[src/rtl/rf_pkg.sv]
// Shared defaults and address type for the parametrised register file.
package rf_pkg;

  localparam int RF_DATA_W = 8;
  localparam int RF_DEPTH  = 4;
  localparam int RF_N_RD   = 2;

  typedef logic [$clog2(RF_DEPTH)-1:0] rf_addr_t;

endpackage

[src/rtl/param_register_file_read_port.sv]
// One registered read port: selects a register and its pending bit, applies
// zero-register masking and the optional same-cycle write bypass.
module rf_read_port
  import rf_pkg::*;
#(
  parameter int DATA_W   = RF_DATA_W,
  parameter int DEPTH    = RF_DEPTH,
  parameter int ADDR_W   = $clog2(DEPTH),
  parameter int ZERO_REG = 0
) (
  input  logic                    clk,
  input  logic                    reset,
  input  logic                    i_rd_en,
  input  logic [ADDR_W-1:0]       i_rd_addr,
  input  logic [DEPTH*DATA_W-1:0] i_regs_flat,
  input  logic [DEPTH-1:0]        i_pend_vec,
  input  logic                    i_byp_wr_en,
  input  logic [ADDR_W-1:0]       i_byp_wr_addr,
  input  logic [DATA_W-1:0]       i_byp_wr_data,
  input  logic                    i_byp_rsv_en,
  input  logic [ADDR_W-1:0]       i_byp_rsv_addr,
  output logic [DATA_W-1:0]       o_rd_data,
  output logic                    o_rd_valid,
  output logic                    o_rd_pend
);

  logic [DATA_W-1:0] w_regs [DEPTH];
  logic              w_zero_hit;
  logic              w_byp_hit;
  logic [DATA_W-1:0] w_data;
  logic              w_pend;

  logic [DATA_W-1:0] r_data;
  logic              r_valid;
  logic              r_pend;

  genvar gi;
  generate
    for (gi = 0; gi < DEPTH; gi++) begin : g_unpack
      assign w_regs[gi] = i_regs_flat[gi*DATA_W +: DATA_W];
    end
  endgenerate

  // The bypass reports post-write state: cleared unless a same-address reserve lands too.
  always_comb begin
    w_zero_hit = (ZERO_REG != 0) && (i_rd_addr == '0);
    w_byp_hit  = i_byp_wr_en && (i_byp_wr_addr == i_rd_addr);
    w_data     = w_regs[i_rd_addr];
    w_pend     = i_pend_vec[i_rd_addr];
    if (w_zero_hit) begin
      w_data = '0;
      w_pend = 1'b0;
    end else if (w_byp_hit) begin
      w_data = i_byp_wr_data;
      w_pend = i_byp_rsv_en && (i_byp_rsv_addr == i_rd_addr);
    end
  end

  always_ff @(posedge clk) begin
    if (reset) begin
      r_data  <= '0;
      r_valid <= 1'b0;
      r_pend  <= 1'b0;
    end else begin
      r_valid <= i_rd_en;
      if (i_rd_en) begin
        r_data <= w_data;
        r_pend <= w_pend;
      end
    end
  end

  assign o_rd_data  = r_data;
  assign o_rd_valid = r_valid;
  assign o_rd_pend  = r_pend;

endmodule

[src/rtl/param_register_file.sv]
// Parametrised register file with N_RD registered read ports, one write port
// and a pending scoreboard. Define PARAM_REGFILE_BYPASS_EN for write-to-read bypass.
module param_register_file
  import rf_pkg::*;
#(
  parameter int DATA_W   = RF_DATA_W,
  parameter int DEPTH    = RF_DEPTH,
  parameter int ADDR_W   = $clog2(DEPTH),
  parameter int N_RD     = RF_N_RD,
  parameter int ZERO_REG = 0
) (
  input  logic                     clk,
  input  logic                     reset,
  input  logic [N_RD-1:0]          rd_en,
  input  logic [N_RD*ADDR_W-1:0]   rd_addr,
  output logic [N_RD*DATA_W-1:0]   rd_data,
  output logic [N_RD-1:0]          rd_valid,
  output logic [N_RD-1:0]          rd_pend,
  input  logic                     wr_en,
  input  logic [ADDR_W-1:0]        wr_addr,
  input  logic [DATA_W-1:0]        wr_data,
  input  logic                     rsv_en,
  input  logic [ADDR_W-1:0]        rsv_addr,
  output logic [DEPTH-1:0]         pend_vec,
  output logic                     rsv_err
);

`ifdef PARAM_REGFILE_BYPASS_EN
  localparam bit BYPASS = 1'b1;
`else
  localparam bit BYPASS = 1'b0;
`endif

  logic [DATA_W-1:0]       r_regs [DEPTH];
  logic [DEPTH-1:0]        r_pend;
  logic                    r_rsv_err;

  logic                    w_wr_ok;
  logic                    w_rsv_ok;
  logic                    w_byp_wr_en;
  logic [DEPTH*DATA_W-1:0] w_regs_flat;

  // With a hardwired zero register, address 0 swallows writes and reserves.
  assign w_wr_ok     = wr_en  && !((ZERO_REG != 0) && (wr_addr  == '0));
  assign w_rsv_ok    = rsv_en && !((ZERO_REG != 0) && (rsv_addr == '0));
  assign w_byp_wr_en = BYPASS && w_wr_ok;

  // Reserve is applied after the write so a same-address collision leaves the bit set.
  always_ff @(posedge clk) begin
    if (reset) begin
      for (int i = 0; i < DEPTH; i++) begin
        r_regs[i] <= '0;
      end
      r_pend    <= '0;
      r_rsv_err <= 1'b0;
    end else begin
      if (w_wr_ok) begin
        r_regs[wr_addr] <= wr_data;
        r_pend[wr_addr] <= 1'b0;
      end
      if (w_rsv_ok) begin
        r_pend[rsv_addr] <= 1'b1;
        if (r_pend[rsv_addr]) begin
          r_rsv_err <= 1'b1;
        end
      end
    end
  end

  genvar gi;
  generate
    for (gi = 0; gi < DEPTH; gi++) begin : g_flat
      assign w_regs_flat[gi*DATA_W +: DATA_W] = r_regs[gi];
    end

    for (gi = 0; gi < N_RD; gi++) begin : g_port
      rf_read_port #(
        .DATA_W   (DATA_W),
        .DEPTH    (DEPTH),
        .ADDR_W   (ADDR_W),
        .ZERO_REG (ZERO_REG)
      ) u_port (
        .clk            (clk),
        .reset          (reset),
        .i_rd_en        (rd_en[gi]),
        .i_rd_addr      (rd_addr[gi*ADDR_W +: ADDR_W]),
        .i_regs_flat    (w_regs_flat),
        .i_pend_vec     (r_pend),
        .i_byp_wr_en    (w_byp_wr_en),
        .i_byp_wr_addr  (wr_addr),
        .i_byp_wr_data  (wr_data),
        .i_byp_rsv_en   (w_rsv_ok),
        .i_byp_rsv_addr (rsv_addr),
        .o_rd_data      (rd_data[gi*DATA_W +: DATA_W]),
        .o_rd_valid     (rd_valid[gi]),
        .o_rd_pend      (rd_pend[gi])
      );
    end
  endgenerate

  assign pend_vec = r_pend;
  assign rsv_err  = r_rsv_err;

endmodule

[config.mk]
export PLATFORM = sky130hd
export DESIGN_NAME = param_register_file
export DESIGN_NICKNAME = d
export VERILOG_FILES = /design/src/rtl/rf_pkg.sv /design/src/rtl/param_register_file_read_port.sv /design/src/rtl/param_register_file.sv
export SDC_FILE = /design/constraint.sdc
export NUM_CORES = 1
export LEC_CHECK = 0
export ABC_AREA = 1
export CAP_MARGIN = 0
export CORE_ASPECT_RATIO = 0.7
export CORE_MARGIN = 10
export CORE_UTILIZATION = 35
export CTS_CLUSTER_SIZE = 20
export DETAILED_ROUTE_END_ITERATION = 8
export GPL_TIMING_DRIVEN = 0
export PLACE_DENSITY = 0.68
export REMOVE_ABC_BUFFERS = 1
export SKIP_CTS_REPAIR_TIMING = 1
export SLEW_MARGIN = 10
export SYNTH_ARGS = -nofsm -noshare
export SYNTH_HDL_FRONTEND = slang
export SYNTH_SLANG_ARGS = --single-unit
[constraint.sdc]
create_clock -name clk -period 1.55 [get_ports clk]
set_clock_uncertainty 0.15 [all_clocks]
set_input_delay 0.155 -clock clk [delete_from_list [all_inputs] [get_ports clk]]
set_output_delay 0.155 -clock clk [all_outputs]
set_load 0.01 [all_outputs]
# After elaboration in Yosys (flattened, before gate mapping)
# Memory sizes are Yosys's and may differ from the RTL's.
# Cells that the tools add are included.
# W data, S select, Z words.
# classes
reduce_logical,4
bitwise,5
n_lt_le_gt_ge,8
muxes,27
# ops
operator,count
$mux W8,5
$bmux W8 S2,2
$lt A2 B3 Y1 const B,4
$mux W4,3
$mux W1,11
$reduce_or A8 Y1,1
$bmux W1 S2,3
$ge A3 B3 Y1 const B,2
$not A2 Y3,2
$and A4 B4 Y4,1
$demux W1 S2,2
$ge A2 B1 Y1 const B,2
$not A4 Y4,1
$or A4 B4 Y4,1
$logic_and A1 B1 Y1,2
$mux W2,1
$reduce_and A2 Y1,1
# word_totals
reg_bits,25
ramBits,32
out_inout_bits,25
wordCells,53
input_bits,22
n_memories,1
# memory_table
name,words,word_bits,rd,rd_ports_with_merged_regs,write_ports,line,source
r_regs,4,8,4,0,4,param_register_file.sv:34,logic [DATA_W-1:0] r_regs [DEPTH];

# Longest topological paths before layout
# logic_depth
ltp_word,10
ltp_mapped,7
ltp_nobuf,6

# Hierarchy
# Synthesis repeated with hierarchy kept, for this count alone.
# unflattened
hier_cells,532
area_unflattened_um2,3510.9
# modules_own_cells
mod,n_inst,seq_area_each_um2,cells_each,area_each_um2
rf_read_port,2,200.2,208,1058.5
param_register_file,1,1061.0,116,1393.8

# Least setup slack after synthesis
# OpenSTA, ideal clock, no wires.
# synth_path
path_type,input-to-reg
startpoint,input port wr_en
endpoint,memory r_regs[1][0] (netlist bit) (enable)
path_slack_ns,0.397
arrival_ns,0.674
path_stages,4
setup_time_ns,0.329
n_path_buf,0
required_ns,1.071
cell_sequence,inv_1 -> nor2_4 -> nand3_1 -> nand2_1
# synth_rtl
element,line,source
from (decl),param_register_file.sv:19,"input logic wr_en,"
to (decl),param_register_file.sv:34,

# Final worst setup path
# layout_path
startpoint,register g_port[0].u_port.r_data[3]
endpoint,output port rd_data[3]
# layout_rtl
element,line,source
from (decl),param_register_file_read_port.sv:33,logic [DATA_W-1:0] r_data;
from (signal assigned),param_register_file_read_port.sv:67,r_data <= w_data;
to (decl),param_register_file.sv:16,"output logic [N_RD*DATA_W-1:0] rd_data,"
# No word-level cell between the ends.

==> results.yml <==
final_layout:
  fill_cells: 750
  diodes: 0
  drive_gt1_share_pct: 11.8
  final_cell_mix: "nand2_1, nand3_1, clkdlybuf4s50_1"
  syn2layout_area_growth_pct: 27.5
  layoutNonFillerInstCount: 474
  fin_nets: 390
  postLayoutCellArea_um2: 3530
  final_common_cell: "nand2_1"
global_route:
  overflow: 0
  grt_pass1_vias: 2131
  grt_usage_pct: 11.7
  grt_max_degree: 28
  grt_pass1_wl_um: 11200
  antenna_found_initial: 0
placement:
  place_ws_ns: -0.520
  post-dp-hpwl_um: 5010
  dp_cells: 457
  gp_congestion: 0.770
  port_buffers: 46
  postPlaceCellArea_um2: 3200
cts:
  clock_sinks: 57
  clk_path_buf_depth: 2
  tritoncts: "built"
  clk_pin_slew_ns: 0.05
  clk_latency_ns: 0.32
  cts_buffers: 9
  ctsRootBufferMaster: "clkbuf_16"
  cts.htree.levels: 3
synth:
  syn_avg_cell_area_um2: 8.44
  yosys.area_share.xor_xnor_pct: 0
  synth_fa_ha_area_share_pct: 0
  synth-simple-area-share_pct: 27.6
  synthMuxAreaShare_pct: 0
  synth-compound-area-share_pct: 9.62
  yosysSeqAreaShare_pct: 52.8
  synth_top_area_cell: "edfxtp_1"
  ys_seq_elements: 57
  yosys_warnings: 0
  synth_cells: 328
  yosysUniqueCellTypes: 20
  synth_top_area_share_pct: 34.7
  ys_top_cells_by_area: "edfxtp_1, dfxtp_1, nand2_1, nand3_1, a21oi_2"
  synth_top_family_by_area: "simple AND/OR/NAND/NOR gates"
  syn-cell-area_um2: 2770
sta:
  slew_viol_final: 0
  hold_viol_final: 0
  finalCriticalPeriod_ns: 1.51
  relSlewSlack_pct: 43.7
  setup_viol: 0
  fin_ws_ns: 0.0444
  rsz0062_at_grt: "false"
  worst_slew_pin_slew_ns: 0.843
  post-route-period-util_pct: 97.1
  fmax_mhz: 664
floorplanning:
  die-area_um2: 11900
  coreArea_um2: 7770
  die_x_um: 126
  start_util_pct: 35.6
  die_h_um: 94.4
  ios: 47
  fp-row-count: 27
setup_path:
  arrival_ns: 1.20
  crit_required_ns: 1.24
  cp-end-kind: "output pin"
  path_delay_family: "buffers and inverters"
  crit_path_cell_trace: "clkdlybuf4s50_1"
  cp_max_fo: 2
  cp_slowest_stage_delay_ns: 0.55
  crit_type: "reg -> out"
  crit_slowest_cell: "clkdlybuf4s50_1"
  crit_buf_inv: 1
  critPathLaunchType: "flop"
drt:
  antenna_left: 0
  drt_iter0_markers: 169
  routed.top_layer: "met4"
  m1WireLength_um: 3270
  via_per_inst: 4.81
  met3_length_um: 672
  wirelength_um: 6750
  wl_per_cell_um: 14.2
  drt_pre_antenna_iters: 4
  num_vias: 2280
  drc: 0
  wl_met2_um: 2760
worst_hold_path:
  worst_hold_path_type: "in -> reg"
run:
  max_cap_viol_count: 0
power:
  p_per_area_nw_per_um2: 1180
  leakagePower_nw: 1.56
  vdd_drop_max_uv: 617
run_status:
  status: "completed"
## layout make-up
| class | count | area (µm²) | area share, % |
|---|---|---|---|
| clock inverters | 6 | 58.8 | 1.67 |
| flip-flops and latches | 57 | 1460 | 41.4 |
| well taps | 101 | 126 | 3.58 |
| inverters | 28 | 123 | 3.47 |
| repair buffers | 47 | 490 | 13.9 |
| clock buffers | 10 | 229 | 6.49 |
| multi-input cells | 225 | 1040 | 29.5 |
## worst paths after layout
path                                                endpoint  slack [ns]  cells past startpoint                                  startpoint
setup reg to reg  g_port[0].u_port.o_rd_data[3]$_SDFFE_PP0P_        0.49                      4                  r_regs[1][3]$_SDFFCE_PN0P_
hold / removal        g_port[0].u_port.o_rd_valid$_SDFF_PP0_        0.29                      3                                    rd_en[0]
hold reg to reg                       pend_vec[1]$_SDFF_PP0_        0.37                      2                      pend_vec[1]$_SDFF_PP0_
setup / recovery                                  rd_data[3]        0.04                      1  g_port[0].u_port.o_rd_data[3]$_SDFFE_PP0P_
## registers in the layout (all words and copies together), names as in the netlist
name	flops
r_regs	32
g_port.u_port.o_rd_data	16
pend_vec	4
g_port.u_port.o_rd_pend	2
g_port.u_port.o_rd_valid	2
rsv_err	1
## per-stage QoR
step / total power, W / setup TNS [ns] / hold slack, ns / util, %
6_report: 0.00418 / 0 / 0.293 / 45.4
4_1_cts: 0.00421 / -4.50 / 0.321 / 44.9
2_1_floorplan: 0.00205 / 0 / 0.0762 / -
3_3_place_gp: 0.00231 / -20.84 / 0.362 / 41.2
3_5_place_dp: 0.00233 / -22.09 / 0.371 / 41.2
5_1_grt: 0.00435 / 0 / 0.357 / 45.4
## power breakdown
part | switching (W) | internal, W | leakage, nW | total (W)
logic | 0.000292 | 0.000222 | 0.907 | 0.000515
registers | 0.0000703 | 0.00172 | 0.520 | 0.00179
clock network | 0.000649 | 0.00123 | 0.136 | 0.00188
total | 0.00101 | 0.00317 | 1.56 | 0.00418
## metal layers
metal | vias up | track usage [%]
met1 | 1042 | 15.7
li1 | 1149 | -
met3 | 4 | 5.04
met2 | 85 | 16.4
met5 | - | 0
met4 | 0 | 4.25
## kinds of logic after synthesis
family          Yosys count
compound gates           40
flops                    57
buf+inv                  46
simple gates            185
## Yosys cell counts
| library cell | n |
|---|---|
| nand2_1 | 112 |
| nand3_1 | 44 |
| edfxtp_1 | 32 |
| nor2_1 | 27 |
| dfxtp_1 | 25 |
| inv_1 | 23 |
| o21ai_0 | 18 |
| a21oi_2 | 17 |
| buf_4 | 7 |
| buf_2 | 5 |
| buf_6 | 4 |
| inv_2 | 3 |
| inv_8 | 2 |
| o21ai_1 | 2 |
| o22ai_1 | 2 |
| a21oi_1 | 1 |
| buf_12 | 1 |
| buf_8 | 1 |
| nand3_2 | 1 |
| nor2_4 | 1 |
(Power assumes the default switching activity.)
